<file path="src/rtl/gcr_apple_prologue_detector.sv">
// gcr_apple_prologue_detector: frames Apple II self-sync GCR bytes and flags D5 AA xx prologues.
module gcr_apple_prologue_detector #(
  parameter int         MAX_BYTE_BITS = 10,
  parameter logic [7:0] PRO3_ADDR6    = 8'h96,
  parameter logic [7:0] PRO3_DATA     = 8'hAD,
  parameter logic [7:0] PRO3_ADDR5    = 8'hB5
) (
  input  logic       clk,
  input  logic       reset_n,
  input  logic       enable,
  input  logic       bit_in,
  input  logic       bit_valid,
  output logic [7:0] byte_out,
  output logic       byte_strobe,
  output logic       gcr_apple_sync,
  output logic [1:0] prologue_type,
  output logic [7:0] addr_count,
  output logic [7:0] data_count
);
  typedef enum logic [1:0] {IDLE, GOT_D5, GOT_AA} state_t;
  state_t state, state_nxt;
  logic [7:0] acc, next_acc;
  logic [3:0] bitcnt;
  logic [1:0] fire;
  logic done, timeout;
  assign next_acc = {acc[6:0], bit_in};
  assign done     = bit_valid && next_acc[7];
  assign timeout  = bit_valid && !next_acc[7] && bitcnt == 4'(MAX_BYTE_BITS - 1);
  always_ff @(posedge clk or negedge reset_n)
    if (!reset_n) state <= IDLE;
    else state <= state_nxt;
  always_comb begin
    state_nxt = state;
    fire = 2'b00;
    if (byte_strobe) begin
      case (state)
        IDLE:    state_nxt = byte_out == 8'hD5 ? GOT_D5 : IDLE;
        GOT_D5:  state_nxt = byte_out == 8'hAA ? GOT_AA : byte_out == 8'hD5 ? GOT_D5 : IDLE;
        GOT_AA: begin
          fire = byte_out == PRO3_ADDR6 ? 2'b01 : byte_out == PRO3_DATA ? 2'b10 :
                 byte_out == PRO3_ADDR5 ? 2'b11 : 2'b00;
          state_nxt = fire == 2'b00 && byte_out == 8'hD5 ? GOT_D5 : IDLE;
        end
        default: state_nxt = IDLE;
      endcase
    end else if (timeout && state != IDLE) state_nxt = IDLE;
    if (!enable) begin
      state_nxt = IDLE;
      fire = 2'b00;
    end
  end
  always_ff @(posedge clk or negedge reset_n)
    if (!reset_n) begin
      acc <= '0;
      bitcnt <= '0;
      byte_out <= '0;
      byte_strobe <= 1'b0;
      gcr_apple_sync <= 1'b0;
      prologue_type <= '0;
      addr_count <= '0;
      data_count <= '0;
    end else if (!enable) begin
      acc <= '0;
      bitcnt <= '0;
      byte_strobe <= 1'b0;
      gcr_apple_sync <= 1'b0;
    end else begin
      byte_strobe <= done;
      gcr_apple_sync <= fire != 2'b00;
      if (fire != 2'b00) prologue_type <= fire;
      if (fire[0] && addr_count != 8'hFF) addr_count <= addr_count + 8'd1;
      if (fire == 2'b10 && data_count != 8'hFF) data_count <= data_count + 8'd1;
      if (done) begin
        byte_out <= next_acc;
        acc <= '0;
        bitcnt <= '0;
      end else if (bit_valid) begin
        acc <= next_acc;
        bitcnt <= bitcnt == 4'hF ? bitcnt : bitcnt + 4'd1;
      end
    end
endmodule

</file>
<file path="config.mk">
export PLATFORM = sky130hd
export DESIGN_NAME = gcr_apple_prologue_detector
export DESIGN_NICKNAME = d
export VERILOG_FILES = /design/src/rtl/gcr_apple_prologue_detector.sv
export SDC_FILE = /design/constraint.sdc
export NUM_CORES = 1
export LEC_CHECK = 0
export CORE_AREA = 2 2 92 94
export CTS_CLUSTER_SIZE = 12
export DETAILED_ROUTE_END_ITERATION = 12
export DIE_AREA = 0 0 94 96
export SLEW_MARGIN = 20
export SYNTH_ARGS = -nofsm -noshare
export SYNTH_HDL_FRONTEND = slang
export SYNTH_SLANG_ARGS = --single-unit
export TNS_END_PERCENT = 1
</file>
<file path="constraint.sdc">
create_clock -name clk -period 3 [get_ports clk]
set_clock_uncertainty 0.15 [all_clocks]
set_input_delay 0.75 -clock clk [delete_from_list [all_inputs] [get_ports clk]]
set_output_delay 0.75 -clock clk [all_outputs]
set_load 0.01 [all_outputs]
</file>
==> results.md <==
* HP Class: register to register
* Seq/Total Area, Yosys at 0.522
* Sw Pwr at 0.215 mW
* Initial antenna violation count at 0
* Fin Setup TNS at 0 ps
* Gr busiest metal: met2
* 1st-iter DRT viols at 48
* Drt first pass iters at 4
* Vias in the first global route at 1328
* Ys async rst share at 1.00
* Register share of total power at 0.532
* Nets at 219
* Fillcell total at 827
* Count leader, synth: dfrtp_1
* Core ar. at 0.00805 mm2
* Critical Path AT at 2440 ps
* Synth-to-layout area growth at 29.2%
* Setup CP Type: primary input to register
* GR Util met3 at 0.0345
* WL/cell at 12.3 um
* Port bufs at 32
* Max FO, Critical Path at 10
* Layout cell share with drive strength beyond 1 at 0.114
* GR Overflow Total at 0
* Fraction of power spent switching nets at 0.202
* Post-synth EDFFs at 0
* P_int at 0.846 mW
* Total CTS buffers at 5
* Outcome: completed
* Cells after Synth at 171
* Overall power at 1.06 mW
* Type of origin of the critical path: primary input
* Relative slew margins at 0.399
* CTS tree: built
* Pin count of the biggest net entering global routing at 42
* Root Buffer: clkbuf_8
* Post-synth top cells: dfrtp_1, nor2b_1, a21oi_1, nand2_1, xor2_1
* Die Area at 0.00902 mm2
* Worst hold slack at 347 ps
* Final cycle utilization of the critical path at 0.804
* Global routing met2 resource utilization at 0.138
* Via count at 1419
* Drt drc at 0
* Area leader, netlist: dfrtp_1
* Yosys warnings at 0
* Crit-path cells: clkdlybuf4s50_1 > and4_1 > nand4b_2 > nor3_2 > mux2_1
* Post-CTS Setup Repair Bufs at 0
* Placed instance count at 308
* Global-route wire length before repair at 6.51 mm
* Setup Viol. Count Final at 0
* PwrDens at 418 mW/mm2
* Ys flop type: dfrtp_1
* Top post-synthesis cells by area: dfrtp_1, nor2b_1, mux2_2
* CP max stage delay at 530 ps
* CTS Sinks at 41
* Footprint of the multi-input gates at 897 um2
* Max-Cap Viols at 0
* Worst-Skew Late Latency at 290 ps
* Syn Std Cell Area at 0.00196 mm2
* Comb power frac at 0.039
* Peak supply drop at 171 uV
* GR Util met1 at 0.128
* Crit-path slowest cell: clkdlybuf4s50_1
* Worst path bufs/invs at 1
* Static Leak at 1.17 nW
* Min Clock Period, post-route at 2410 ps
* Final non-filler cell total at 316
* Starting Density at 0.244
* CP required at 3020 ps
* Max-slew violations at 0
* Gr usage total at 0.0926
* Yosys reg bits at 41
* Overall routed net length at 3.88 mm
* Reg area at 0.00103 mm2
* HPWL after detailed placement at 2.84 mm
* CTS resizes at 0
* RSZ-0062 raised after global routing: false
* Finished Cell Area at 0.00254 mm2
* Avg Inst Size Synth at 11.5 um2
* Top delay family on crit path: simple AND/OR/NAND/NOR gates
* FMAX at 414 MHz
* Clk pin slew, worst setup/hold paths at 80 ps
* DRT antenna net count at 0
* Clock share of power at 0.428
* Worst-Margin Slew at 901 ps
* Die X at 94 um
* Num rows at 33
* # hold bufs at CTS at 0
* Final Hold Viols at 0
* H-tree depth at 2
* Top-area cell type share of the netlist area at 0.522
* RD Place Congestion at 0.735
* Deepest clock path buffer count at 2
* N_diodes at 0
* Mapped Nets at 180
* Die H at 96 um
* Io pins at 33
* CP Capture Type: register
* Area after DPL at 0.00242 mm2
* Drt via density at 4.49
* Netlist cell types at 38
-- worst register-to-register path, delay by kind of cell (launching register included) --
family	cells	cell delay, ps
multiplexers	1	350
flip-flops	1	440
AND/OR/NAND/NOR	3	1130
-- power groups by stage --
stage	logic, mW	registers, mW	clock network, mW
2_1_floorplan	0.0195	0.574	0
3_5_place_dp	0.0437	0.575	0
3_3_place_gp	0.0429	0.575	0
4_1_cts	0.0437	0.564	0.474
5_1_grt	0.0490	0.566	0.496
6_report	0.0418	0.564	0.454
-- logic make-up after synthesis --
group / after synthesis / share of synthesized area
compound gates: 21 / 0.0758
xor+xnor: 15 / 0.0669
fa+ha+maj: 4 / 0.0255
buf+inv: 9 / 0.0210
flops: 41 / 0.522
mux: 9 / 0.0516
simple gates: 72 / 0.237
-- cell usage in the layout (no fill, tap or decap), types with 2 or more instances in the layout --
cell / count
dfrtp_1: 41
clkdlybuf4s50_1: 31
nor2b_1: 16
nand2_1: 9
xor2_1: 9
a21oi_1: 9
nand3_1: 7
mux2_2: 7
nand4_1: 6
xnor2_1: 6
clkbuf_8: 6
and4_1: 5
nor4_1: 5
buf_4: 5
inv_1: 4
o21ai_0: 4
ha_1: 4
nand2b_1: 3
and3_1: 3
or3b_1: 2
nand4b_1: 2
and3b_1: 2
and2_1: 2
mux2_1: 2
nor4b_1: 2
nor2_1: 2
a21o_1: 2
-- sequential cells by signal, summed over array words and instances (netlist names) --
register        flops
addr_count          8
byte_out            8
data_count          8
gcr_apple_sync      1
bitcnt              4
acc                 7
byte_strobe         1
state               2
prologue_type       2
-- through the flow --
stage / util / worst slack (ps)
6_report: 0.315 / 587
5_1_grt: 0.315 / 480
4_1_cts: 0.315 / 583
3_5_place_dp: 0.301 / 266
3_3_place_gp: 0.301 / 332
2_1_floorplan: - / 789
-- final timing paths --
kind / startpoint / slack, ps / cells after the start / endpoint
setup / recovery: enable / 590 / 5 / data_count[1]$_DFFE_PN0P_
hold / removal: data_count[5]$_DFFE_PN0P_ / 350 / 1 / data_count[5]$_DFFE_PN0P_
setup reg to reg: byte_out[6]$_DFFE_PN0P_ / 820 / 4 / data_count[1]$_DFFE_PN0P_
hold reg to reg: data_count[5]$_DFFE_PN0P_ / 350 / 1 / data_count[5]$_DFFE_PN0P_
max in group asynchronous: reset_n / 1710 / 1 / byte_out[7]$_DFFE_PN0P_
min in group asynchronous: reset_n / 440 / 1 / data_count[4]$_DFFE_PN0P_
-- final cells by class --
class,count,share of cell area
Inverter,4,0.00591
Sequential cell,41,0.404
Tap cell,105,0.0517
Clock buffer,7,0.0340
Multi-Input combinational cell,121,0.353
Clock inverter,1,0.0118
Timing Repair Buffer,37,0.139
-- routing by layer --
| layer | routed length [um] | vias to the layer above |
|---|---|---|
| met5 | 0 | - |
| met1 | 1880 | 690 |
| li1 | - | 697 |
| met3 | 189 | 4 |
| met4 | 11 | 0 |
| met2 | 1800 | 28 |
No activity file was read; power rests on OpenSTA's default activity.
